==> src/rtl/fetch_ctrl.sv <==
// Fetch-stage sequencer: boot-loads instruction memory from a word stream, then
// drives stallF/enF/flushF from decode hazards, branch redirects and halt/resume.
module fetch_ctrl #(
    parameter int IMEM_POWER = 18,
    parameter int WORD       = 32
) (
    input  logic                  clk,
    input  logic                  reset,
    input  logic                  load_valid,
    input  logic [WORD-1:0]       load_data,
    input  logic                  load_last,
    output logic                  load_ready,
    output logic                  imem_we,
    output logic [IMEM_POWER-1:0] imem_waddr,
    output logic [WORD-1:0]       imem_wdata,
    input  logic                  stall_req,
    input  logic                  PCSrcD,
    input  logic                  halt_req,
    input  logic                  resume_req,
    output logic                  stallF,
    output logic                  enF,
    output logic                  flushF,
    output logic                  running,
    output logic                  load_err,
    output logic [IMEM_POWER:0]   words_loaded
);

    typedef enum logic [2:0] {
        IDLE,
        LOAD,
        START,
        RUN,
        HALT,
        ERR
    } state_t;

    state_t                state_q, state_d;
    logic [IMEM_POWER:0]   count_q, count_d;
    logic                  full;
    logic                  accept;

    // The count tops out at exactly 2**IMEM_POWER, so its MSB alone marks a full image.
    assign full = count_q[IMEM_POWER];

    always_ff @(posedge clk or posedge reset) begin
        if (reset) begin
            state_q <= IDLE;
            count_q <= '0;
        end else begin
            state_q <= state_d;
            count_q <= count_d;
        end
    end

    always_comb begin
        state_d    = state_q;
        count_d    = count_q;
        load_ready = 1'b0;
        accept     = 1'b0;
        stallF     = 1'b1;
        enF        = 1'b0;
        flushF     = 1'b1;
        case (state_q)
            IDLE, LOAD: begin
                load_ready = !full;
                if (load_valid) begin
                    if (full) begin
                        state_d = ERR;
                    end else begin
                        accept  = 1'b1;
                        count_d = count_q + (IMEM_POWER+1)'(1);
                        state_d = load_last ? START : LOAD;
                    end
                end
            end
            START: begin
                state_d = RUN;
            end
            RUN: begin
                // A pending hazard holds the fetch register, so a redirect flush waits for it.
                stallF = stall_req;
                enF    = !stall_req;
                flushF = PCSrcD & !stall_req;
                if (halt_req) begin
                    state_d = HALT;
                end
            end
            HALT: begin
                flushF = 1'b0;
                if (resume_req && !halt_req) begin
                    state_d = RUN;
                end
            end
            ERR: begin
                state_d = ERR;
            end
            default: begin
                state_d = IDLE;
            end
        endcase
    end

    // Write strobe is suppressed while reset is held so no store lands during reset.
    assign imem_we      = accept & !reset;
    assign imem_waddr   = count_q[IMEM_POWER-1:0];
    assign imem_wdata   = load_data;
    assign running      = (state_q == RUN);
    assign load_err     = (state_q == ERR);
    assign words_loaded = count_q;

endmodule
==> config.mk <==
export PLATFORM = sky130hd
export DESIGN_NAME = fetch_ctrl
export DESIGN_NICKNAME = d
export VERILOG_FILES = /design/src/rtl/fetch_ctrl.sv
export SDC_FILE = /design/constraint.sdc
export NUM_CORES = 1
export LEC_CHECK = 0
export ABC_CLOCK_PERIOD_IN_PS = 2100
export CORE_MARGIN = 5
export CORE_UTILIZATION = 25
export DETAILED_ROUTE_END_ITERATION = 8
export PLACE_DENSITY = 0.61
export SLEW_MARGIN = 20
export SYNTH_ARGS = -nofsm -noshare
export SYNTH_HDL_FRONTEND = slang
export SYNTH_SLANG_ARGS = --single-unit
==> constraint.sdc <==
create_clock -name clk -period 2.1 [get_ports clk]
set_clock_uncertainty 0.15 [all_clocks]
set_input_delay 0.315 -clock clk [delete_from_list [all_inputs] [get_ports clk]]
set_output_delay 0.315 -clock clk [all_outputs]
set_load 0.05 [all_outputs]
==> out/metrics.cfg, run 1 <==
[run_status]
outcome = completed

[critical_path]
start_kind = flop
crit_end = words_loaded[10]
r2r_start = state_q[1]$_DFFE_PP0P_
crit_required_ps = 1630
r2r_setup_slack_ps = 180
critical_path_class = reg -> out
cp_slowest_stage_delay_ps = 850
reg2regPathDepth = 4
critical_path.cell_chain = clkdlybuf4s50_1
cp_slowest_cell = clkdlybuf4s50_1
path_max_fanout = 7
crit_family = buffers and inverters
crit_buf_inv = 1
worstPathArrival_ps = 1560
cp-end-kind = primary output
path_depth = 1
r2r_end = words_loaded[16]$_DFFE_PP0P_
worstSetupStartpoint = words_loaded[10]$_DFFE_PP0P_

[grt]
grt_max_degree = 13
overflow = 0
met1_usage_pct = 10.1
gr-max-usage-layer = met2
use_met3_pct = 2.18
use_met2_pct = 13.3
grt.total_usage_pct = 8.32
grt_pass1_vias = 1016
grt_pass1_wl_mm = 4.99
antenna_found_initial = 0

[detailed_routing]
drtIter0Drc = 38
vias_per_cell = 4.16
antenna_left = 0
drt_wl_total_mm = 3.07
drc = 0
dr.pass1.iters = 4
via_count = 1024
wl_per_cell_um = 12.5

[finish]
nets = 213
final_common_cell = clkdlybuf4s50_1
regArea_um2 = 552
finalInstanceArea_um2 = 1880
drive_gt1_share_pct = 25.1
fillers = 593
diodes = 0
fin_util_pct = 32.2
multi_input_area_um2 = 529
final_cell_mix = clkdlybuf4s50_1 (30), buf_4 (24), dfrtp_1 (21)
syn_to_final_growth_pct = 27.3

[clocking]
cts_max_level = 1
numCtsBuffers = 3
clock_path_buffers = 2
cts_tree = yes
clk_pin_slew_ps = 80
cts_root_buf = clkbuf_8
cts.sinks = 22
ctsHoldBuffers = 0
clock_latency_ps = 260

[synth]
ys_seq_elements = 22
synth_warnings = 0
synth_nets = 198
netlist_area_um2 = 1480
ys_seq_area_share_pct = 37.2
synth_edf_count = 0
async_reset_ff_share_pct = 100
ys_types = 30
netlist_instances = 157
syn-mean-instance-area_um2 = 9.43
ys.flop_type = dfrtp_1

[timing]
finalCritPeriodShare_pct = 96.4
drv_slew = 0
worst_pin_slew_ps = 508
finalHoldViolCount = 0
fin_ws_ps = 75.6
setup-tns-final_ps = 0
finalSetupViolations = 0
rsz0062_at_grt = no
relSlewSlack_pct = 66.1
fmax_mhz = 494
fin_crit_ps = 2020

[flow_run]
cap_viol_max_count = 0

[power_and_ir_drop]
vdd_ir_drop_max_uv = 655
p_leak_nw = 0.839
power.density_nw_per_um2 = 1230

[floorplan]
core_um2 = 5850
ios = 116
die_h_um = 86.9
die-area_um2 = 7560
die_x_um = 86.9
start_util_pct = 25.3
num_rows = 28

[placed_design]
pre_cts_slack_ps = -245
placed_cell_area_um2 = 1830
gp_congestion = 0.736
io_buffers = 51
dp_hpwl_mm = 2.45

[min_path]
holdCritPathClass = in -> async

==> repair_timing <==
item                                    in CTS  in global routing
pin swaps                                    1                  1
endpoints found under the setup margin       1                  4
hold endpoints to repair                     0                  0
gates resized for setup                      4                  2
setup buffers                                1                  0
==> power by group <==
part / total, mW / leakage (nW) / internal (mW) / switching (mW)
registers: 0.630 / 0.288 / 0.507 / 0.122
logic: 1.42 / 0.529 / 0.544 / 0.873
clock network: 0.265 / 0.0228 / 0.135 / 0.130
total: 2.31 / 0.839 / 1.19 / 1.13
==> final cells by class <==
type | count | area share (%)
clock buffer | 4 | 2.39
inverter | 8 | 1.59
multi-input combinational | 74 | 28.1
sequential | 22 | 29.3
tap | 75 | 4.98
timing repair buffer | 63 | 33.7
==> flip-flops by register name, summed over array words and instances, names as in the netlist <==
signal and count:
state_q 3, words_loaded 19
==> how the worst min path moves through the flow <==
| stage | start | end | slack [ps] | cells past startpoint |
|---|---|---|---|---|
| floorplan | reset | state_q[0]$_DFFE_PP0P_ | 150 | 1 |
| global placement | words_loaded[16]$_DFFE_PP0P_ | words_loaded[16]$_DFFE_PP0P_ | 360 | 1 |
| detailed placement | words_loaded[16]$_DFFE_PP0P_ | words_loaded[16]$_DFFE_PP0P_ | 370 | 1 |
| CTS | reset | state_q[0]$_DFFE_PP0P_ | 310 | 2 |
| global route | reset | state_q[0]$_DFFE_PP0P_ | 340 | 2 |
| finish | reset | state_q[0]$_DFFE_PP0P_ | 290 | 2 |
==> stage by stage <==
step / power (mW) / instances / hold WS, ps
2_1_floorplan: 1.74 / 157 / 154
3_3_place_gp: 2.05 / 242 / 360
3_5_place_dp: 2.05 / 242 / 366
4_1_cts: 2.36 / 247 / 313
5_1_grt: 2.43 / 246 / 343
6_report: 2.31 / 246 / 291
==> logic make-up after synthesis <==
group                      share of synthesized area (%)
xor gates and xnor gates                            10.1
AOI/OAI and AO/OA                                   4.14
and+or+nand+nor                                     17.9
muxes                                               1.44
buffers and inverters                               28.4
adders and majority gates                          0.845
DFF                                                 37.2
==> synth_stat cells (2+ instances only) <==
cell type	n	area, um2
buf_4	51	383
dfrtp_1	22	551
xnor2_1	15	131
nand2_1	10	37.5
inv_1	8	30.0
nor2_1	8	30.0
nand3_1	7	35.0
nand4_1	5	31.3
a21oi_1	3	15.0
nor3_1	3	15.0
and3_1	2	12.5
clkbuf_1	2	7.51
nand2b_1	2	12.5
nor4_4	2	42.5
xor2_1	2	17.5
==> per-layer routing <==
layer	wire, um	vias up
li1	-	501
met1	1290	473
met2	1440	46
met3	291	4
met4	43	0
met5	0	-
(Power assumes the default switching activity.)
==> run 2, diff against run 1 <==
--- a/config.mk
+++ b/config.mk
@@ -8,6 +8,7 @@
 export ABC_CLOCK_PERIOD_IN_PS = 2100
 export CORE_MARGIN = 5
 export CORE_UTILIZATION = 25
+export CTS_BUF_LIST = sky130_fd_sc_hd__clkbuf_4 sky130_fd_sc_hd__clkbuf_8
 export DETAILED_ROUTE_END_ITERATION = 8
 export PLACE_DENSITY = 0.61
 export SLEW_MARGIN = 20
==> out/metrics.cfg, run 2 (synthesis gave the netlist of run 1 again) <==
[run_status]
outcome = completed

[placed_design]
dp_hpwl_mm = 2.45
placed_cell_area_um2 = 1830
io_buffers = 51
gp_congestion = 0.736
placed_cells = 242

[floorplan]
core_um2 = 5850
die_x_um = 86.9
die-area_um2 = 7560
die_h_um = 86.9
num_rows = 28
start_util_pct = 25.3
ios = 116

[timing]
fmax_mhz = 491
rsz0062_at_grt = no
fin_crit_ps = 2030
worst_pin_slew_ps = 508
finalHoldViolCount = 0
hold-worst-slack_ps = 286
drv_slew = 0
finalCritPeriodShare_pct = 96.9
finalSetupViolations = 0
relSlewSlack_pct = 66.1

[grt]
grt_max_degree = 13
antenna_found_initial = 0
grt.total_usage_pct = 8.32
grt_pass1_vias = 1016
grt_pass1_wl_mm = 4.99
overflow = 0

[critical_path]
reg2regPathDepth = 4
critical_path_class = reg -> out
r2r_setup_slack_ps = 180
crit_buf_inv = 1
cp_slowest_cell = clkdlybuf4s50_1
crit_family = buffers and inverters
crit_required_ps = 1630
r2r_start = state_q[1]$_DFFE_PP0P_
worstPathArrival_ps = 1570
path_depth = 1
cp-end-kind = primary output
cp_slowest_stage_delay_ps = 850
r2r_end = words_loaded[16]$_DFFE_PP0P_
critical_path.cell_chain = clkdlybuf4s50_1
start_kind = flop
path_max_fanout = 7

[finish]
finalInstanceArea_um2 = 1890
nets = 213
syn_to_final_growth_pct = 27.6
fillers = 593
final_common_cell = clkdlybuf4s50_1
drive_gt1_share_pct = 25.7
fin_util_pct = 32.3
fin_cells = 246
diodes = 0
final_cell_mix = clkdlybuf4s50_1 (30), buf_4 (24), dfrtp_1 (21)
largest_register_ffs = 19

[clocking]
clk_pin_slew_ps = 80
numCtsBuffers = 3
cts_root_buf = clkbuf_8
cts_tree = yes
cts_max_level = 1
cts.sinks = 22
ctsHoldBuffers = 0
clock_path_buffers = 2
clock_latency_ps = 260

[power_and_ir_drop]
power.density_nw_per_um2 = 1230
p_leak_nw = 0.843
vdd_ir_drop_max_uv = 655

[detailed_routing]
drtIter0Drc = 36
antenna_left = 0
wl_per_cell_um = 12.5
drt_wl_total_mm = 3.07
via_count = 1021
dr.pass1.iters = 4
vias_per_cell = 4.15
drc = 0

[flow_run]
cap_viol_max_count = 0

[min_path]
holdCritPathClass = in -> async

==> run 2: area by class of cell <==
cell class | instances | area [um2] | area share [%]
flip-flops and latches | 22 | 552 | 29.2
repair buffers | 63 | 634 | 33.6
well taps | 75 | 93.8 | 4.97
clock buffers | 4 | 48.8 | 2.58
multi-input cells | 74 | 529 | 28.0
inverters | 8 | 30.0 | 1.59
==> run 2: worst max path at each step <==
stage,end,from
final,words_loaded[10],words_loaded[10]$_DFFE_PP0P_
after global routing,imem_waddr[11],words_loaded[11]$_DFFE_PP0P_
after CTS,imem_we,state_q[1]$_DFFE_PP0P_
after detailed placement,words_loaded[16]$_DFFE_PP0P_,load_valid
after floorplan,enF,state_q[1]$_DFFE_PP0P_
after global placement,words_loaded[13]$_DFFE_PP0P_,load_valid
==> run 2: layer usage <==
layer  vias up  share of wire [%]  track usage [%]
met5         -                  0                0
met4         0                1.8             4.67
met3         6                9.3             2.18
met2        44                 47             13.3
met1       470                 42             10.1
li1        501                  -                -
==> run 2: metrics by stage <==
step | total power [mW] | setup slack (ps) | TNS, ps
6_report | 2.33 | 65.2 | 0
3_3_place_gp | 2.05 | -207 | -1650
5_1_grt | 2.45 | 0.975 | 0
4_1_cts | 2.37 | 12.8 | 0
3_5_place_dp | 2.05 | -245 | -1830
2_1_floorplan | 1.74 | 14.5 | 0
==> run 2: power by group <==
group          switching, mW  internal [mW]  leakage, nW
registers              0.123          0.507        0.288
logic                  0.871          0.544        0.529
clock network          0.136          0.148       0.0262
total                   1.13           1.20        0.843
==> run 2: repair_timing <==
item | 4_1_cts | 5_1_grt
gates resized for setup | 4 | 2
setup buffers | 1 | 0
pin swaps | 1 | 1
endpoints found under the setup margin | 1 | 4
